## src/rtl/disp_vramrd_pkg.sv

```systemverilog
`default_nettype none
// ============================================================================
// Module   : disp_vramrd_pkg
// Purpose  : Shared types and constants for the display VRAM read engine.
//            FSM state encoding, AXI burst/response codes and a
//            constant-evaluable clog2 helper.
// Revision : 1.0 - initial release
// ============================================================================
package disp_vramrd_pkg;

    typedef enum logic [1:0] {
        IDLE  = 2'd0,
        ISSUE = 2'd1,
        DRAIN = 2'd2
    } state_e;

    localparam logic [1:0] AXI_BURST_INCR = 2'b01;
    localparam logic [1:0] AXI_RESP_OKAY  = 2'b00;

    // Smallest r such that 2**r >= value (0 for value <= 1).
    function automatic int clog2(input int value);
        int r;
        r = 0;
        for (int i = 0; i < 31; i++) begin
            if ((1 << i) < value) begin
                r = i + 1;
            end
        end
        return r;
    endfunction

endpackage
`default_nettype wire

```

## src/rtl/disp_vramrd_if.sv

```systemverilog
`default_nettype none
// ============================================================================
// Module   : disp_vramrd_if
// Purpose  : AXI read-address / read-response channel bundle between the
//            VRAM read engine (master) and the memory fabric (slave).
//            Read data itself is routed to the display buffer elsewhere.
// Ports    : araddr/arlen/arsize/arburst/arvalid/arready (AR channel)
//            rvalid/rlast/rresp/rready (R channel control)
// Revision : 1.0 - initial release
// ============================================================================
interface disp_vramrd_if;
    logic [31:0] araddr;
    logic [7:0]  arlen;
    logic [2:0]  arsize;
    logic [1:0]  arburst;
    logic        arvalid;
    logic        arready;
    logic        rvalid;
    logic        rlast;
    logic [1:0]  rresp;
    logic        rready;

    modport master (
        output araddr, arlen, arsize, arburst, arvalid, rready,
        input  arready, rvalid, rlast, rresp
    );

    modport slave (
        input  araddr, arlen, arsize, arburst, arvalid, rready,
        output arready, rvalid, rlast, rresp
    );
endinterface
`default_nettype wire

```

## src/rtl/disp_vramrd_addrgen.sv

```systemverilog
`default_nettype none
// ============================================================================
// Module   : disp_vramrd_addrgen
// Purpose  : Line/burst counters and burst address generator for one frame.
//            load_i latches the frame geometry; adv_i steps to the next
//            burst. Address arithmetic is 29-bit and wraps.
// Ports    : clk_i, rst_i (async, active high), load_i, adv_i, base_i,
//            pitch_i, hpixels_i, vlines_i -> addr_o, empty_o, last_o
// Revision : 1.0 - initial release
// ============================================================================
module disp_vramrd_addrgen #(
    parameter int DATA_W    = 64,
    parameter int BURST_LEN = 16,
    parameter int DIM_W     = 12
) (
    input  wire logic              clk_i,
    input  wire logic              rst_i,
    input  wire logic              load_i,
    input  wire logic              adv_i,
    input  wire logic [28:0]       base_i,
    input  wire logic [28:0]       pitch_i,
    input  wire logic [DIM_W-1:0]  hpixels_i,
    input  wire logic [DIM_W-1:0]  vlines_i,
    output logic      [28:0]       addr_o,
    output logic                   empty_o,
    output logic                   last_o
);
    localparam int                 BPB    = BURST_LEN * DATA_W / 8;
    localparam logic [DIM_W+1:0]   BPB_W  = (DIM_W+2)'(BPB);
    localparam logic [28:0]        BPB_A  = 29'(BPB);
    localparam logic [DIM_W+1:0]   ONE_B  = (DIM_W+2)'(1);
    localparam logic [DIM_W-1:0]   ONE_L  = DIM_W'(1);

    logic [DIM_W+1:0] bpl_q, bpl_d, burst_q, burst_d;
    logic [DIM_W-1:0] line_q, line_d, vlines_q, vlines_d;
    logic [28:0]      addr_q, addr_d, line_base_q, line_base_d, pitch_q, pitch_d;
    logic [DIM_W+1:0] w_bpl;
    logic             w_eol;

    // Partial trailing bursts are simply dropped by the integer divide.
    assign w_bpl   = {hpixels_i, 2'b00} / BPB_W;
    assign empty_o = (w_bpl == '0) || (vlines_i == '0);
    assign w_eol   = (burst_q == bpl_q - ONE_B);
    assign last_o  = w_eol && (line_q == vlines_q - ONE_L);
    assign addr_o  = addr_q;

    always_comb begin
        bpl_d       = bpl_q;
        vlines_d    = vlines_q;
        pitch_d     = pitch_q;
        burst_d     = burst_q;
        line_d      = line_q;
        addr_d      = addr_q;
        line_base_d = line_base_q;
        if (load_i) begin
            bpl_d       = w_bpl;
            vlines_d    = vlines_i;
            pitch_d     = pitch_i;
            burst_d     = '0;
            line_d      = '0;
            addr_d      = base_i;
            line_base_d = base_i;
        end else if (adv_i) begin
            if (w_eol) begin
                burst_d     = '0;
                line_d      = line_q + ONE_L;
                line_base_d = line_base_q + pitch_q;
                addr_d      = line_base_q + pitch_q;
            end else begin
                burst_d = burst_q + ONE_B;
                addr_d  = addr_q + BPB_A;
            end
        end
    end

    always_ff @(posedge clk_i or posedge rst_i) begin
        if (rst_i) begin
            bpl_q       <= '0;
            vlines_q    <= '0;
            pitch_q     <= '0;
            burst_q     <= '0;
            line_q      <= '0;
            addr_q      <= '0;
            line_base_q <= '0;
        end else begin
            bpl_q       <= bpl_d;
            vlines_q    <= vlines_d;
            pitch_q     <= pitch_d;
            burst_q     <= burst_d;
            line_q      <= line_d;
            addr_q      <= addr_d;
            line_base_q <= line_base_d;
        end
    end
endmodule
`default_nettype wire

```

## src/rtl/disp_vramrd.sv

```systemverilog
`default_nettype none
// ============================================================================
// Module   : disp_vramrd
// Purpose  : Parametrised VRAM read engine. Walks one frame in INCR bursts,
//            keeping up to MAX_OUTST bursts in flight, gated by buffer
//            readiness. Owns the FSM and the outstanding-burst counter.
// Ports    : clk_i, rst_i (async, active high), vrstart_i, dispon_i,
//            dispaddr_i, hpixels_i, vlines_i, stride_i (optional),
//            buf_wready_i, axi (master modport), busy_o, frame_done_o,
//            rd_err_o
// Config   : DISP_VRAMRD_STRIDE_EN - line pitch from stride_i; otherwise
//            pitch = hpixels*4 and stride_i is absent.
// Revision : 1.0 - initial release
// ============================================================================
module disp_vramrd
    import disp_vramrd_pkg::*;
#(
    parameter int DATA_W    = 64,
    parameter int BURST_LEN = 16,
    parameter int MAX_OUTST = 4,
    parameter int DIM_W     = 12
) (
    input  wire logic              clk_i,
    input  wire logic              rst_i,
    input  wire logic              vrstart_i,
    input  wire logic              dispon_i,
    input  wire logic [28:0]       dispaddr_i,
    input  wire logic [DIM_W-1:0]  hpixels_i,
    input  wire logic [DIM_W-1:0]  vlines_i,
`ifdef DISP_VRAMRD_STRIDE_EN
    input  wire logic [15:0]       stride_i,
`endif
    input  wire logic              buf_wready_i,
    disp_vramrd_if.master          axi,
    output logic                   busy_o,
    output logic                   frame_done_o,
    output logic                   rd_err_o
);
    localparam int               OUT_W = clog2(MAX_OUTST + 1);
    localparam logic [OUT_W-1:0] MAX_O = OUT_W'(MAX_OUTST);
    localparam logic [OUT_W-1:0] ONE_O = OUT_W'(1);

    state_e           state_q, state_d;
    logic             arvalid_q, arvalid_d;
    logic [OUT_W-1:0] outst_q, outst_d;
    logic             frame_done_q, frame_done_d;
    logic             rd_err_q, rd_err_d;
    logic             stop_q, stop_d;
    logic             w_load, w_ar_hs, w_r_beat, w_r_done, w_stopping;
    logic             w_empty, w_last;
    logic [28:0]      w_addr, w_pitch;

`ifdef DISP_VRAMRD_STRIDE_EN
    assign w_pitch = 29'(stride_i);
`else
    assign w_pitch = 29'({hpixels_i, 2'b00});
`endif

    disp_vramrd_addrgen #(
        .DATA_W    (DATA_W),
        .BURST_LEN (BURST_LEN),
        .DIM_W     (DIM_W)
    ) u_addrgen (
        .clk_i     (clk_i),
        .rst_i     (rst_i),
        .load_i    (w_load),
        .adv_i     (w_ar_hs),
        .base_i    (dispaddr_i),
        .pitch_i   (w_pitch),
        .hpixels_i (hpixels_i),
        .vlines_i  (vlines_i),
        .addr_o    (w_addr),
        .empty_o   (w_empty),
        .last_o    (w_last)
    );

    assign w_ar_hs  = arvalid_q & axi.arready;
    assign w_r_beat = axi.rvalid & axi.rready;
    // Beats with nothing outstanding belong to a burst issued before a reset
    // and are swallowed without touching the counter or the error flag.
    assign w_r_done   = w_r_beat & axi.rlast & (outst_q != '0);
    assign w_stopping = stop_q | vrstart_i | ~dispon_i;

    always_comb begin
        state_d      = state_q;
        arvalid_d    = arvalid_q;
        frame_done_d = 1'b0;
        stop_d       = stop_q;
        w_load       = 1'b0;
        outst_d      = outst_q;
        if (w_ar_hs && !w_r_done) begin
            outst_d = outst_q + ONE_O;
        end else if (!w_ar_hs && w_r_done) begin
            outst_d = outst_q - ONE_O;
        end
        rd_err_d = (vrstart_i ? 1'b0 : rd_err_q)
                 | (w_r_beat && (axi.rresp != AXI_RESP_OKAY) && (outst_q != '0));

        unique case (state_q)
            IDLE: begin
                stop_d    = 1'b0;
                arvalid_d = 1'b0;
                if (vrstart_i && dispon_i && !w_empty) begin
                    w_load  = 1'b1;
                    outst_d = '0;
                    state_d = ISSUE;
                end
            end
            ISSUE: begin
                if (vrstart_i || !dispon_i) begin
                    stop_d = 1'b1;
                end
                if (arvalid_q) begin
                    // A presented request is held until accepted, whatever
                    // happens to buffer readiness or the stop condition.
                    if (axi.arready) begin
                        if (w_last || w_stopping) begin
                            arvalid_d = 1'b0;
                            state_d   = DRAIN;
                        end else begin
                            arvalid_d = buf_wready_i && (outst_d < MAX_O);
                        end
                    end
                end else if (w_stopping) begin
                    state_d = DRAIN;
                end else begin
                    arvalid_d = buf_wready_i && (outst_q < MAX_O);
                end
            end
            DRAIN: begin
                arvalid_d = 1'b0;
                if (outst_q == '0) begin
                    frame_done_d = 1'b1;
                    state_d      = IDLE;
                end
            end
            default: begin
                arvalid_d = 1'b0;
                state_d   = IDLE;
            end
        endcase
    end

    always_ff @(posedge clk_i or posedge rst_i) begin
        if (rst_i) begin
            state_q      <= IDLE;
            arvalid_q    <= 1'b0;
            outst_q      <= '0;
            frame_done_q <= 1'b0;
            rd_err_q     <= 1'b0;
            stop_q       <= 1'b0;
        end else begin
            state_q      <= state_d;
            arvalid_q    <= arvalid_d;
            outst_q      <= outst_d;
            frame_done_q <= frame_done_d;
            rd_err_q     <= rd_err_d;
            stop_q       <= stop_d;
        end
    end

    assign axi.araddr  = {3'b000, w_addr};
    assign axi.arlen   = 8'(BURST_LEN - 1);
    assign axi.arsize  = 3'(clog2(DATA_W / 8));
    assign axi.arburst = AXI_BURST_INCR;
    assign axi.arvalid = arvalid_q;
    assign axi.rready  = 1'b1;
    assign busy_o       = (state_q != IDLE);
    assign frame_done_o = frame_done_q;
    assign rd_err_o     = rd_err_q;
endmodule
`default_nettype wire

```

## src/flat_wrapper.sv

```systemverilog
// flat-port wrapper written by rule: the top's interface ports become plain ports
module disp_vramrd_flat import disp_vramrd_pkg::*;
#(
    parameter int DATA_W    = 64,
    parameter int BURST_LEN = 16,
    parameter int MAX_OUTST = 4,
    parameter int DIM_W     = 12
)
  (clk_i, rst_i, vrstart_i, dispon_i, dispaddr_i, hpixels_i, vlines_i, buf_wready_i, busy_o, frame_done_o, rd_err_o, axi_araddr, axi_arlen, axi_arsize, axi_arburst, axi_arvalid, axi_rready, axi_arready, axi_rvalid, axi_rlast, axi_rresp);
  disp_vramrd_if axi_i ();
  input  wire logic clk_i;
  input  wire logic rst_i;
  input  wire logic vrstart_i;
  input  wire logic dispon_i;
  input  wire logic [28:0] dispaddr_i;
  input  wire logic [DIM_W-1:0] hpixels_i;
  input  wire logic [DIM_W-1:0] vlines_i;
  input  wire logic buf_wready_i;
  output logic busy_o;
  output logic frame_done_o;
  output logic rd_err_o;
  output wire logic [$bits(axi_i.araddr)-1:0] axi_araddr;
  output wire logic [$bits(axi_i.arlen)-1:0] axi_arlen;
  output wire logic [$bits(axi_i.arsize)-1:0] axi_arsize;
  output wire logic [$bits(axi_i.arburst)-1:0] axi_arburst;
  output wire logic [$bits(axi_i.arvalid)-1:0] axi_arvalid;
  output wire logic [$bits(axi_i.rready)-1:0] axi_rready;
  input wire logic [$bits(axi_i.arready)-1:0] axi_arready;
  input wire logic [$bits(axi_i.rvalid)-1:0] axi_rvalid;
  input wire logic [$bits(axi_i.rlast)-1:0] axi_rlast;
  input wire logic [$bits(axi_i.rresp)-1:0] axi_rresp;
  assign axi_araddr = axi_i.araddr;
  assign axi_arlen = axi_i.arlen;
  assign axi_arsize = axi_i.arsize;
  assign axi_arburst = axi_i.arburst;
  assign axi_arvalid = axi_i.arvalid;
  assign axi_rready = axi_i.rready;
  assign axi_i.arready = axi_arready;
  assign axi_i.rvalid = axi_rvalid;
  assign axi_i.rlast = axi_rlast;
  assign axi_i.rresp = axi_rresp;
  disp_vramrd #(.DATA_W(DATA_W), .BURST_LEN(BURST_LEN), .MAX_OUTST(MAX_OUTST), .DIM_W(DIM_W)) u_core (.clk_i(clk_i), .rst_i(rst_i), .vrstart_i(vrstart_i), .dispon_i(dispon_i), .dispaddr_i(dispaddr_i), .hpixels_i(hpixels_i), .vlines_i(vlines_i), .buf_wready_i(buf_wready_i), .axi(axi_i), .busy_o(busy_o), .frame_done_o(frame_done_o), .rd_err_o(rd_err_o));
endmodule
```

## config.mk

```make
export PLATFORM = sky130hd
export DESIGN_NAME = disp_vramrd_flat
export DESIGN_NICKNAME = d
export VERILOG_FILES = /design/src/rtl/disp_vramrd_pkg.sv /design/src/rtl/disp_vramrd_if.sv /design/src/rtl/disp_vramrd_addrgen.sv /design/src/rtl/disp_vramrd.sv /design/src/flat_wrapper.sv
export SDC_FILE = /design/constraint.sdc
export NUM_CORES = 1
export LEC_CHECK = 0
export CELL_PAD_IN_SITES_DETAIL_PLACEMENT = 1
export CELL_PAD_IN_SITES_GLOBAL_PLACEMENT = 1
export CORE_MARGIN = 2
export CORE_UTILIZATION = 44
export DETAILED_ROUTE_END_ITERATION = 8
export PLACE_DENSITY = 0.92
export SYNTH_ARGS = -nofsm -noshare
export SYNTH_HDL_FRONTEND = slang
export SYNTH_SLANG_ARGS = --single-unit
```

## constraint.sdc

```tcl
create_clock -name clk_i -period 11.4 [get_ports clk_i]
set_input_delay 2.85 -clock clk_i [delete_from_list [all_inputs] [get_ports clk_i]]
set_output_delay 2.85 -clock clk_i [all_outputs]
set_load 0.02 [all_outputs]
```

* Yosys cells after proc, flatten, opt, wreduce, memory -nomap -nowiden
Cells that the tools add are included.
** Word-level totals
- Flip-flop bits (word level) :: 124
- Output and inout port bits :: 50
- Word-level logic and storage cells :: 104
** Cells by class
- Add/sub/neg operators :: 8
- Order comparisons :: 2
- Equal/unequal tests :: 10
- Muxes and demuxes :: 35
- Bitwise operators :: 7
- Reductions and logical operators :: 29
** Operator list (number)
- two-way mux 29 bit :: 6
- two-way mux 14 bit :: 3
- two-way mux 12 bit :: 3
- adder 29 x 14 -> 29 bit :: 1
- adder 29 x 8 -> 29 bit (second input constant) :: 1
- adder 14 x 1 -> 14 bit (second input constant) :: 1
- equality test 14 bit :: 1
- zero test 14 bit :: 1
- adder 12 x 1 -> 12 bit (second input constant) :: 1
- equality test 12 bit :: 1
- zero test 12 bit :: 1
- two-way mux 2 bit :: 6
- two-way mux 3 bit :: 4
- subtractor 12 x 1 -> 12 bit (second input constant) :: 1
- two-way mux 1 bit :: 11
- nonzero test 2 bit :: 5
- logical AND 1 bit :: 9
- subtractor 7 x 1 -> 8 bit (second input constant) :: 1
- < comparator 3 bit (second input constant) :: 2
- inequality test 2 x 1 -> 1 bit (second input constant) :: 3
- inequality test 3 bit (second input constant) :: 2
- case mux 2 bit (3 select lines) :: 1
- AND reduction 5 bit :: 1
- zero test 1 bit :: 4
- 14 further kinds :: 21

* Depth between registers and ports, before layout
- Depth in word-level cells :: 11
- Gate-level depth with buffers :: 11
- Mapped depth without buffers :: 10

* By module
A second synthesis with hierarchy kept.
** Second synthesis, totals
- Cells, all modules :: 973
- Area, all modules :: 8728.4 µm²
** By module, submodules not included
- disp_vramrd_addrgen :: times used 1, cells an instance 894, area each 8034.0 µm², seq. area each 3303.2 µm²
- disp_vramrd :: times used 1, cells an instance 79, area each 694.4 µm², seq. area each 225.2 µm²

* Least setup slack after synthesis
OpenSTA, ideal clock, no wires.
- Path kind :: input to register
- From :: input port vlines_i[7]
- To :: register u_core.u_addrgen.addr_q[18] (netlist: u_core.u_addrgen.addr_o[18])
- Data arrival time :: 4426 ps
- Required time :: 11323 ps
- Setup slack :: 6896 ps
- Cell stages on the path :: 8
- Path buffers :: 3
- Cells stage by stage :: nor4_1 and3_1 or2_2 clkbuf_1 clkbuf_1 clkbuf_1 o211ai_1 a21oi_1
** On the way
- Longest elaborated chain between the ends :: 7
- Elaborated cells on any way between the ends :: 8
** RTL lines
- start: declaration :: line flat_wrapper.sv:17 : input wire logic [DIM_W-1:0] vlines_i;
- zero test 12 bit (*) :: line disp_vramrd_addrgen.sv:42 : assign empty_o = (w_bpl == '0) || (vlines_i == '0);
- logical OR 1 bit (*) :: line disp_vramrd_addrgen.sv:42
- zero test 1 bit (*) :: line disp_vramrd.sv:103 : if (vrstart_i && dispon_i && !w_empty) begin
- logical AND 1 bit (*) :: line disp_vramrd.sv:103
- two-way mux 1 bit (*) :: line disp_vramrd.sv:103
- two-way mux 1 bit (*) :: line disp_vramrd.sv:99 : unique case (state_q)
- two-way mux 29 bit / nonzero test 2 bit (equally long branches)
- end signal: assignment :: line disp_vramrd_addrgen.sv:91 : addr_q <= addr_d;
- end: declaration :: line disp_vramrd_addrgen.sv:36 : logic [28:0] addr_q, addr_d, line_base_q, line_base_d, pitch_q, pitch_d;
Mark *: on every way between the ends. The rest lies on a longest branch, timed or not.
A chain may end at the register's enable or synchronous reset.

* Worst setup path after layout
- From :: input port vlines_i[3]
- To :: register u_core.u_addrgen.addr_q[22] (netlist: u_core.u_addrgen.addr_o[22])
Same word-level chain as after synthesis.

==> flow_metrics.tcl <==
set metrics [dict create \
    numCtsBuffers 17 \
    postCtsSetupBuffers 0 \
    critPathMaxFanout 71 \
    insertion_delay_ns 0.43 \
    finalCritPeriodShare_pct 48.2 \
    pin_count 113 \
    p_leak_nw 3.86 \
    hold_viol_final 0 \
    die_h_um 134 \
    ys_warn_count 0 \
    slew_headroom_pct 26.7 \
    synthArstFlopShare_pct 100 \
    avgSynthCellArea_um2 8.45 \
    synth_edf_count 0 \
    rsz0062_at_grt "false" \
    grt_pass1_wl_mm 40.8 \
    final_cell_mix "nand2_1, dfrtp_1, clkdlybuf4s50_1" \
    rr_startpoint "u_core.u_addrgen.pitch_q[7]" \
    critPathBufInv 2 \
    crit_path_start "vlines_i[3]" \
    path_delay_family "simple AND/OR/NAND/NOR gates" \
    setup_viol 0 \
    peakVddDrop_mv 0.138 \
    grt_max_degree 90 \
    antenna_found_initial 0 \
    synth_cell_type_count 72 \
    drv_cap 0 \
    cts_sinks 117 \
    crit_chain "clkdlybuf4s50_1 -> nor4_1 -> and3_1 -> or2_2 -> buf_4 -> nand2_1 -> o32a_1 -> a2bb2oi_1" \
    ys_ff_latch 117 \
    synth-seq-area-share_pct 39.2 \
    end_kind "flip-flop" \
    arrival_ns 5.85 \
    area.growth.synth_to_final_pct 23.0 \
    path_clk_slew_ns 0.06 \
    fin_crit_ns 5.50 \
    grt_overflow 0 \
    gp_congestion 0.842 \
    h-tree-depth 4 \
    slowest_stage "buf_4" \
    vias_per_cell 6.08 \
    status "finished, final reports clean" \
    power_density_nw_per_um2 270 \
    slowest_delay_ns 0.63 \
    worst_pin_slew_ns 1.10 \
    min_delay_path_depth 2 \
    dieArea_um2 18000 \
    portBuffers 95 \
    setup_tns_ns 0 \
    worstHoldStart "u_core.u_addrgen.line_base_q[1]" \
    hold_class "flip-flop to flip-flop" \
    final_common_cell "nand2_1" \
    drive_gt1_share_pct 6.26 \
    drt_wl_total_mm 24.7 \
    first_global_vias 7772 \
    drt_iter0_markers 482 \
    grt_usage_pct 28.7 \
    start_util_pct 45.0 \
    synthCells 883 \
    core_region_area_um2 16600 \
    drt_first_pass_iters 6 \
    slew_viol_final 0 \
    synth-main-ff-cell "dfrtp_1" \
    clk_path_buf_depth 2 \
    skew_ns 0.00695 \
    reg2regPathDepth 10 \
    fmax_ghz 0.182 \
    wl_per_cell_um 20.7 \
    diodes 0 \
    worstSetupStartpointType "input pin" \
    critical_path_class "input pin to flip-flop" \
    drtAntennaViolNets 0 \
    synth_area_um2 7460 \
    die_w_um 134 \
    cts_root_buf "clkbuf_16" \
    critPathRequiredTime_ns 11.75 \
    rows 47 \
    cts_tree "done" \
    drc 0 \
    ctsResizeCount 0 \
    postCtsHoldBufs 0 \
    power_mw 2.48 \
    path_depth 8 \
    vias 7270 \
    layout.nets 1046 \
    dp_hpwl_mm 15.8 \
]
==> worst min-delay path, cell delays in order (launching register included) <==
cell and delay, ns:
dfrtp_1 0.34, nand2_1 0.05, nand2_1 0.06
==> Yosys cell counts, types with 11 or more instances <==
cell type / number / share of area (%)
nand4_1: 15 / 1.3
dfrtp_1: 117 / 39
buf_4: 17 / 1.7
a21oi_1: 61 / 4.1
and3_1: 18 / 1.5
o21ai_0: 54 / 3.6
clkbuf_1: 34 / 1.7
inv_1: 18 / 0.91
a31oi_1: 12 / 1.0
or3_1: 11 / 0.92
xnor2_1: 37 / 4.3
nor3_1: 20 / 1.3
nand3_1: 38 / 2.5
nor2_1: 82 / 4.1
xor2_1: 44 / 5.2
nand2_1: 137 / 6.9
ha_1: 20 / 3.4
==> layer usage <==
| layer | global-route usage, % | wire length, µm | up-vias |
|---|---|---|---|
| li1 | - | - | 3274 |
| met3 | 5.44 | 1410 | 79 |
| met5 | 0 | 0 | - |
| met2 | 47.6 | 11900 | 278 |
| met1 | 36.5 | 10500 | 3639 |
| met4 | 12.6 | 884 | 0 |
==> state kept, by name, indices dropped and copies added, names as in the netlist <==
signal	cells
u_core.state_q	2
u_core.u_addrgen.addr_o	29
u_core.axi.arvalid	1
u_core.u_addrgen.burst_q	14
u_core.rd_err_o	1
u_core.u_addrgen.vlines_q	12
u_core.outst_q	3
u_core.stop_q	1
u_core.u_addrgen.line_base_q	29
u_core.u_addrgen.line_q	12
u_core.frame_done_o	1
u_core.u_addrgen.pitch_q	12
==> layout make-up <==
type	count	area, µm²
fillers	1952	7400
clock buffers	23	478
repair buffers	103	1010
inverters	18	70.1
clock inverters	9	173
multi-input cells	705	4250
well taps	220	275
flip-flops and latches	117	2930
==> per-stage QoR <==
| step | hold slack [ns] | util [%] | std cells | setup slack, ns | cell area (µm²) |
|---|---|---|---|---|---|
| 2_1_floorplan | 0.445 | - | 898 | 5.45 | 7520 |
| 3_3_place_gp | 0.457 | 51.4 | 1163 | 5.65 | 8530 |
| 3_5_place_dp | 0.473 | 51.4 | 1163 | 5.59 | 8530 |
| 4_1_cts | 0.487 | 55.4 | 1195 | 5.97 | 9180 |
| 5_1_grt | 0.509 | 55.4 | 1195 | 5.70 | 9180 |
| 6_report | 0.485 | 55.4 | 1195 | 5.90 | 9180 |
==> report_power, final <==
part	switching (mW)	leakage [nW]	internal [mW]
sequential	0.206	1.46	0.558
clock	0.201	0.317	0.404
combinational	0.653	2.08	0.459
total	1.06	3.86	1.42
==> worst paths after layout <==
path	endpoint	slack (ns)
max in group asynchronous	u_core.outst_q[1]	7.18
worst max-delay path	u_core.u_addrgen.addr_o[22]	5.90
worst min-delay path	u_core.u_addrgen.line_base_q[1]	0.48
min in group asynchronous	u_core.u_addrgen.pitch_q[2]	2.88
worst max register to register	u_core.u_addrgen.addr_o[22]	7.47
worst min register to register	u_core.u_addrgen.line_base_q[1]	0.48
==> logic make-up (layout without fill, tap and decap cells) <==
group	count (synthesis)	after routing	share of synthesized area (%)
AO/OA/AOI/OAI	206	206	17.6
multiplexers	8	8	1.11
buffers and inverters	76	153	4.73
XOR/XNOR	81	81	9.50
flip-flops	117	117	39.2
adder cells (fa/ha/maj)	22	22	3.75
other	2	17	0.101
AND/OR/NAND/NOR	371	371	24.0
(Power assumes the default switching activity.)
